**config.mk**
```make
export PLATFORM = sky130hd
export DESIGN_NAME = instr_fetch
export DESIGN_NICKNAME = d
export VERILOG_FILES = /design/src/rtl/instr_fetch.sv
export SDC_FILE = /design/constraint.sdc
export NUM_CORES = 1
export LEC_CHECK = 0
export ABC_AREA = 1
export BUFFER_PORTS_ARGS = -buffer_cell sky130_fd_sc_hd__buf_2
export CAP_MARGIN = 20
export CORE_AREA = 2 2 216 175
export CTS_CLUSTER_SIZE = 28
export DETAILED_ROUTE_END_ITERATION = 8
export DIE_AREA = 0 0 218 177
export PLACE_DENSITY = 0.44
export SYNTH_ARGS = -nofsm -noshare
export SYNTH_HDL_FRONTEND = slang
export SYNTH_SLANG_ARGS = --single-unit
```
**constraint.sdc**
```tcl
create_clock -name clk -period 2.2 [get_ports clk]
set_input_delay 0.44 -clock clk [delete_from_list [all_inputs] [get_ports clk]]
set_output_delay 0.44 -clock clk [all_outputs]
set_load 0.02 [all_outputs]
```
**src/rtl/instr_fetch.sv**
```systemverilog
// RISC-V fetch stage: PC, single-outstanding imem req/gnt/rvalid handshake and IF/ID register.
// Optional IFETCH_MISALIGN_CHK_EN adds misalign_err and a HALT state for misaligned redirects.
module instr_fetch #(
    parameter logic [31:0] RESET_PC  = 32'h0000_0000,
    parameter logic [31:0] NOP_INSTR = 32'h0000_0013
) (
    input  logic        clk,
    input  logic        rst_n,
    output logic        imem_req,
    output logic [31:0] imem_addr,
    input  logic        imem_gnt,
    input  logic        imem_rvalid,
    input  logic [31:0] imem_rdata,
    input  logic        redirect_valid,
    input  logic [31:0] redirect_pc,
    input  logic        id_ready,
    output logic        id_valid,
    output logic [31:0] id_instruction,
    output logic [31:0] id_pc,
    output logic [31:0] id_pc_plus4
`ifdef IFETCH_MISALIGN_CHK_EN
    ,
    output logic        misalign_err
`endif
);

    localparam logic [2:0] ST_IDLE = 3'd0;
    localparam logic [2:0] ST_REQ  = 3'd1;
    localparam logic [2:0] ST_WAIT = 3'd2;
    localparam logic [2:0] ST_HOLD = 3'd3;
`ifdef IFETCH_MISALIGN_CHK_EN
    localparam logic [2:0] ST_HALT = 3'd4;
`endif

    function automatic logic [31:0] pc_inc(input logic [31:0] pc);
        return pc + 32'd4;
    endfunction

    logic [2:0]  state_q, state_d;
    logic [31:0] pc_q, pc_d;
    logic [31:0] req_pc_q, req_pc_d;
    logic        kill_q, kill_d;
    logic        hold_valid_q, hold_valid_d;
    logic [31:0] hold_instr_q, hold_instr_d;
    logic        id_valid_q, id_valid_d;
    logic [31:0] id_instr_q, id_instr_d;
    logic [31:0] id_pc_q, id_pc_d;
    logic [31:0] id_pc4_q, id_pc4_d;
    logic        imem_req_q, imem_req_d;
`ifdef IFETCH_MISALIGN_CHK_EN
    logic        merr_q, merr_d;
    logic        halt_take_s;
`endif

    logic        slot_free_s;
    logic        redir_take_s;
    logic [2:0]  redir_state_s;
    logic        redir_kill_s;

    assign slot_free_s = !id_valid_q || id_ready;

`ifdef IFETCH_MISALIGN_CHK_EN
    assign redir_take_s = redirect_valid && (state_q != ST_HALT) && (redirect_pc[1:0] == 2'b00);
    assign halt_take_s  = redirect_valid && (state_q != ST_HALT) && (redirect_pc[1:0] != 2'b00);
`else
    assign redir_take_s = redirect_valid;
`endif

    // Redirect transition: an accepted-but-unanswered request leaves one response to discard.
    always_comb begin
        redir_state_s = ST_REQ;
        redir_kill_s  = 1'b0;
        case (state_q)
            ST_WAIT: begin
                if (imem_rvalid) begin
                    redir_state_s = ST_REQ;
                    redir_kill_s  = 1'b0;
                end else begin
                    redir_state_s = ST_WAIT;
                    redir_kill_s  = 1'b1;
                end
            end
            ST_REQ: begin
                if (imem_gnt) begin
                    redir_state_s = ST_WAIT;
                    redir_kill_s  = 1'b1;
                end else begin
                    redir_state_s = ST_REQ;
                    redir_kill_s  = 1'b0;
                end
            end
            default: begin
                redir_state_s = ST_REQ;
                redir_kill_s  = 1'b0;
            end
        endcase
    end

    // Next-state logic for the fetch FSM, hold buffer and IF/ID register.
    always_comb begin
        state_d      = state_q;
        pc_d         = pc_q;
        req_pc_d     = req_pc_q;
        kill_d       = kill_q;
        hold_valid_d = hold_valid_q;
        hold_instr_d = hold_instr_q;
        id_valid_d   = id_valid_q;
        id_instr_d   = id_instr_q;
        id_pc_d      = id_pc_q;
        id_pc4_d     = id_pc4_q;
`ifdef IFETCH_MISALIGN_CHK_EN
        merr_d       = merr_q;
`endif
        if (redir_take_s) begin
            id_valid_d   = 1'b0;
            id_instr_d   = NOP_INSTR;
            hold_valid_d = 1'b0;
            pc_d         = redirect_pc & 32'hFFFF_FFFC;
            state_d      = redir_state_s;
            kill_d       = redir_kill_s;
`ifdef IFETCH_MISALIGN_CHK_EN
        end else if (halt_take_s) begin
            id_valid_d   = 1'b0;
            id_instr_d   = NOP_INSTR;
            hold_valid_d = 1'b0;
            kill_d       = 1'b0;
            merr_d       = 1'b1;
            state_d      = ST_HALT;
`endif
        end else begin
            // Consumption empties the slot unless a new word is loaded below.
            if (id_valid_q && id_ready) begin
                id_valid_d = 1'b0;
                id_instr_d = NOP_INSTR;
            end else begin
                id_valid_d = id_valid_q;
                id_instr_d = id_instr_q;
            end

            case (state_q)
                ST_IDLE: state_d = ST_REQ;
                ST_REQ: begin
                    if (imem_gnt) begin
                        req_pc_d = pc_q;
                        state_d  = ST_WAIT;
                    end else begin
                        state_d  = ST_REQ;
                    end
                end
                ST_WAIT: begin
                    if (imem_rvalid) begin
                        if (kill_q) begin
                            kill_d  = 1'b0;
                            state_d = ST_REQ;
                        end else if (slot_free_s) begin
                            id_valid_d = 1'b1;
                            id_instr_d = imem_rdata;
                            id_pc_d    = req_pc_q;
                            id_pc4_d   = pc_inc(req_pc_q);
                            pc_d       = pc_inc(req_pc_q);
                            state_d    = ST_REQ;
                        end else begin
                            hold_valid_d = 1'b1;
                            hold_instr_d = imem_rdata;
                            pc_d         = pc_inc(req_pc_q);
                            state_d      = ST_HOLD;
                        end
                    end else begin
                        state_d = ST_WAIT;
                    end
                end
                ST_HOLD: begin
                    if (id_ready && hold_valid_q) begin
                        id_valid_d   = 1'b1;
                        id_instr_d   = hold_instr_q;
                        id_pc_d      = req_pc_q;
                        id_pc4_d     = pc_inc(req_pc_q);
                        hold_valid_d = 1'b0;
                        state_d      = ST_REQ;
                    end else begin
                        state_d = ST_HOLD;
                    end
                end
`ifdef IFETCH_MISALIGN_CHK_EN
                ST_HALT: state_d = ST_HALT;
`endif
                default: state_d = ST_IDLE;
            endcase
        end

        imem_req_d = (state_d == ST_REQ);
    end

    // State registers with synchronous active-low reset.
    always_ff @(posedge clk) begin
        if (!rst_n) begin
            state_q      <= ST_IDLE;
            pc_q         <= RESET_PC;
            req_pc_q     <= RESET_PC;
            kill_q       <= 1'b0;
            hold_valid_q <= 1'b0;
            hold_instr_q <= NOP_INSTR;
            id_valid_q   <= 1'b0;
            id_instr_q   <= NOP_INSTR;
            id_pc_q      <= RESET_PC;
            id_pc4_q     <= RESET_PC + 32'd4;
            imem_req_q   <= 1'b0;
`ifdef IFETCH_MISALIGN_CHK_EN
            merr_q       <= 1'b0;
`endif
        end else begin
            state_q      <= state_d;
            pc_q         <= pc_d;
            req_pc_q     <= req_pc_d;
            kill_q       <= kill_d;
            hold_valid_q <= hold_valid_d;
            hold_instr_q <= hold_instr_d;
            id_valid_q   <= id_valid_d;
            id_instr_q   <= id_instr_d;
            id_pc_q      <= id_pc_d;
            id_pc4_q     <= id_pc4_d;
            imem_req_q   <= imem_req_d;
`ifdef IFETCH_MISALIGN_CHK_EN
            merr_q       <= merr_d;
`endif
        end
    end

    assign imem_req       = imem_req_q;
    assign imem_addr      = pc_q;
    assign id_valid       = id_valid_q;
    assign id_instruction = id_instr_q;
    assign id_pc          = id_pc_q;
    assign id_pc_plus4    = id_pc4_q;
`ifdef IFETCH_MISALIGN_CHK_EN
    assign misalign_err   = merr_q;
`endif

endmodule

```
## Word-level counts from Yosys, hierarchy flattened

Cells that the tools add are included.
W data, S select, Z words.

| storage, ports and cells | value |
|---|---|
| output and inout port bits | 130 |
| register bits after elaboration | 199 |
| bits of input ports | 70 |

| operators by class | value |
|---|---|
| equal/unequal tests | 10 |
| mux-type cells | 46 |
| reductions and logical operators | 16 |
| bitwise operators | 4 |
| $add $sub $neg | 1 |

Operators with widths:

| kind | count |
|---|---|
| $mux W32 | 17 |
| $pmux W32 S2 | 3 |
| $add A32 B3 Y32 const B | 1 |
| $mux W1 | 14 |
| $ne A2 B2 Y1 const B | 6 |
| $pmux W3 S4 | 1 |
| $mux W2 | 5 |
| $reduce_and A5 Y1 | 2 |
| $reduce_and A3 Y1 | 3 |
| $eq A3 B1 Y1 const B | 2 |
| $eq A3 B2 Y1 const B | 2 |
| $mux W3 | 2 |
| $pmux W1 S2 | 3 |
| $pmux W3 S2 | 1 |
| $reduce_and A6 Y1 | 1 |
| $reduce_bool A2 Y1 | 3 |
| $not A1 Y1 | 4 |
| $logic_not A3 Y1 | 1 |
| $logic_and A1 B1 Y1 | 2 |
| $reduce_and A2 Y1 | 1 |
| $reduce_or A2 Y1 | 1 |
| $logic_not A1 Y1 | 1 |
| $logic_or A1 B1 Y1 | 1 |

## Depth between registers and ports, before layout

| depth | value |
|---|---|
| depth after elaboration | 8 |
| gate-level depth with buffers | 12 |

## Least setup slack after synthesis

No wires, ideal clock.

| path | value |
|---|---|
| path type | reg2reg |
| start | register state_q[0] |
| end | register hold_instr_q[11] |
| arrival time | 1,587 ps |
| library setup time | 119 ps |
| slack | 494 ps |
| path buffers | 1 |
| stages on the path, launching flop included | 13 |
| period minus slack after synthesis | 1,706 ps |
| cell sequence | dfxtp_1 inv_1 ha_1 nand2_2 nor2_4 inv_2 nor2_2 inv_2 nor2_4 inv_2 buf_2 o21ai_0 a21oi_1 |

| between the ends | value |
|---|---|
| longest elaborated chain between the ends | 2 |

RTL lines:

| element | line | RTL |
|---|---|---|
| start, declared | 39 | `logic [2:0] state_q, state_d;` |
| start signal, assigned | 212 | `state_q <= state_d;` |
| $eq A3 B2 Y1 | 140 | `case (state_q)` |
| $reduce_and A5 Y1 (no line) | - |  |
| end signal, assigned | 217 | `hold_instr_q <= hold_instr_d;` |
| end, declared | 44 | `logic [31:0] hold_instr_q, hold_instr_d;` |

No other way between the ends.
A chain may end at the register's enable or synchronous reset.

## Final worst setup path

| path | value |
|---|---|
| start | register state_q[0] |
| end | register id_pc4_q[15], in the netlist id_pc_plus4[15] |

| between the ends | value |
|---|---|
| longest elaborated chain between the ends | 3 |
| elaborated cells between the ends (all ways) | 9 |
| classes of those cells | eq/ne: 6; mux: 1; reduce/logical: 2 |

RTL lines:

| element | line | RTL |
|---|---|---|
| $eq A3 B2 Y1 | 140 |  |
| $ne A2 B2 Y1 (no line) or $reduce_bool A2 Y1 (tied branches) | - |  |
| $reduce_and A6 Y1 (no line) | - |  |
| end signal, assigned | 206 | `id_pc4_q <= RESET_PC + 32'd4;` |
| end signal, assigned | 221 | `id_pc4_q <= id_pc4_d;` |
| end, declared | 48 | `logic [31:0] id_pc4_q, id_pc4_d;` |

Several ways; a longest one is shown, not always the timed one.

==> impl_metrics.json <==
{
  "hold_ws_ns": 0.221,
  "clk_path_buf_depth": 2,
  "seq_area_frac_synth_pct": 47.4,
  "cts_root_buf": "clkbuf_16",
  "drv_slew": 0,
  "fin_cells": 1845,
  "setup_viol": 0,
  "num_antenna_cells": 0,
  "cpMaxStageDelayCell": "dfxtp_1",
  "cp_top_family": "buffers and inverters",
  "multi_input_area_sq_um": 3620,
  "syn_to_final_growth_pct": 27.9,
  "crit_buf_inv": 6,
  "arrival_ns": 2.43,
  "timing.fmax_ghz": 0.489,
  "min_period_over_period_pct": 92.9,
  "clk_pin_slew_ns": 0.07,
  "irDropWorstVdd_v": 0.000534,
  "critical_path.startpoint_type": "register",
  "yosysMostFrequentCell": "nand2_1",
  "slowest_delay_ns": 0.37,
  "criticalPathCategory": "register to register",
  "required_ns": 2.58,
  "overflow": 0,
  "cts_tree": "yes",
  "tightest_slew_ns": 0.583,
  "die_x_um": 218,
  "place.port_buffers": 197,
  "worstSetupEndpointType": "register",
  "start_util_pct": 22.6,
  "dieArea_sq_um": 38600,
  "die_h_um": 177,
  "synthTopCellsByCount": "nand2_1, dfxtp_1, nor2_1",
  "synthTopCellsByArea": "dfxtp_1, nand2_1, o21ai_0",
  "cp.depth": 13,
  "layout-drive-gt1-share_pct": 21.4,
  "drtAntennaViolNets": 0,
  "crit_fanout": 18,
  "place_inst": 1806,
  "cellLeakagePower_nw": 4.76,
  "ys.flop_type": "dfxtp_1",
  "drc": 0,
  "skew_ns": 0.0131,
  "hold_path_depth": 3,
  "numCtsBuffers": 17,
  "syn_nets": 1230,
  "holdBufCountCts": 0,
  "nets": 1421,
  "num_vias": 8053,
  "syn_area_sq_um": 8270,
  "first_global_vias": 7685,
  "core_area_sq_um": 36600,
  "io_pins": 200,
  "firstDrtPassIters": 5,
  "grt_start_max_net_pins": 46,
  "worstPathCellList": "inv_1 > ha_1 > buf_4 > inv_1 > nor2_1 > nor2_1 > nand3_2 > nor2_4 > buf_12 > buf_12 > clkbuf_16 > o21ai_0 > nor2_1",
  "ys_ff_latch": 196,
  "grt_util_all_layers_pct": 15.7,
  "synth-edff-count": 0,
  "gp_congestion": 0.804,
  "reg2regPathDepth": 13,
  "routed_wl_um": 30500,
  "synth_top_area_share_pct": 47.4,
  "syn_area_per_cell_sq_um": 7.17,
  "ff_latch_area_sq_um": 3920,
  "fillers": 4044,
  "ys_async_sr_fraction_pct": 0,
  "crit_top_cell": "nor2_1",
  "vias_per_cell": 4.36,
  "hold_class": "input pin to register",
  "min_period_ns": 2.04,
  "relSlewSlack_pct": 61.0,
  "clk_latency_ns": 0.45,
  "rrSetupSlack_ns": 0.16,
  "synth_top_area_cell": "dfxtp_1",
  "powerDensity_nw_per_um2": 720,
  "antenna_found_initial": 0,
  "cts_num_sinks": 196,
  "wl_per_cell_um": 16.5,
  "dp.final_hpwl_um": 21900,
  "netlist_instances": 1154,
  "yosysWarnings": 0,
  "ys_types": 30,
  "cts_max_level": 4,
  "status": "finished clean",
  "hold_viol": 0,
  "rows": 63,
  "maxCapViolCount": 0,
  "grt_pass1_wl_um": 45900,
  "drtIter0Drc": 408
}
==> per-layer routing <==
layer  up-vias  track usage (%)  wire length [um]
met5         -                0                 0
met4         0             3.29               212
met3        10             3.52              1330
met2       169             22.7             12900
met1      3754             23.5             16100
li1       4120                -                 -
==> power breakdown <==
group | internal (mW) | total (mW) | switching, mW
clock | 1.59 | 3.14 | 1.55
combinational | 0.251 | 0.737 | 0.486
sequential | 3.65 | 3.74 | 0.0873
total | 5.50 | 7.62 | 2.12
==> final timing paths <==
check / startpoint / to
max: state_q[0] / id_pc_plus4[15]
min: imem_rdata[4] / hold_instr_q[4]
max reg2reg: state_q[0] / id_pc_plus4[15]
min reg2reg: hold_instr_q[23] / hold_instr_q[23]
==> flip-flops by register name, indices dropped and copies added (netlist names) <==
signal and count:
hold_instr_q 32, hold_valid_q 1, id_valid 1, id_pc_plus4 30, id_instruction 32, kill_q 1
state_q 2, req_pc_q 32, imem_addr 32, id_pc 32, imem_req 1
==> tightest hold or removal path: stages <==
cell and delay, ns:
buf_2 0.09, nand2_1 0.04, nand3_1 0.06
==> per-stage QoR <==
stage | total power, mW | cell area (sq um) | setup TNS [ns] | util (%) | setup slack [ns]
detailed placement | 4.55 | 9880 | 0 | 27.0 | 0.0588
global route | 7.98 | 10600 | -0.0280 | 28.9 | -0.0199
CTS | 7.73 | 10500 | 0 | 28.6 | 0.00613
global placement | 4.55 | 9880 | 0 | 27.0 | 0.131
finish | 7.62 | 10600 | 0 | 28.9 | 0.156
floorplan | 4.22 | 8270 | 0 | - | 0.494
==> layout make-up <==
class                   instances  share of cell area, %
clock buffers                  17                   4.02
clock inverters                15                   1.37
inverters                     114                   4.07
multi-input cells             777                   34.2
flip-flops and latches        196                   37.1
well taps                     487                   5.76
repair buffers                239                   13.5
==> what timing repair did <==
action | in CTS | in global routing
setup endpoints to repair | 0 | 27
resized for setup | 0 | 4
buffers inserted | 0 | 5
==> logic make-up after synthesis <==
logic type / after synthesis / synth area share (%)
AO/OA/AOI/OAI: 298 / 19.1
XOR/XNOR: 13 / 1.38
adder cells (fa/ha/maj): 6 / 0.908
buffers and inverters: 181 / 8.86
flip-flops: 196 / 47.4
AND/OR/NAND/NOR: 460 / 22.4
==> cell usage in the layout (no fill, tap or decap), types with 2 or more instances in the layout <==
cell type	netlist	routed
nand2_1	216	216
dfxtp_1	196	196
buf_2	19	196
nor2_1	174	173
o21ai_0	149	148
inv_1	108	108
a21oi_1	104	104
nand3_1	54	53
buf_4	5	34
a31oi_1	22	22
clkbuf_16	0	19
a22oi_1	17	17
xor2_1	11	11
nor2_2	6	7
buf_12	0	7
ha_1	6	6
inv_2	6	5
inv_6	0	4
clkinv_4	0	4
nor2_4	3	3
o211ai_1	3	3
clkinv_2	0	3
and2_1	2	2
xnor2_1	2	2
nand2_2	2	2
inv_8	0	2
Note: power is estimated with default switching activity, not from simulation.
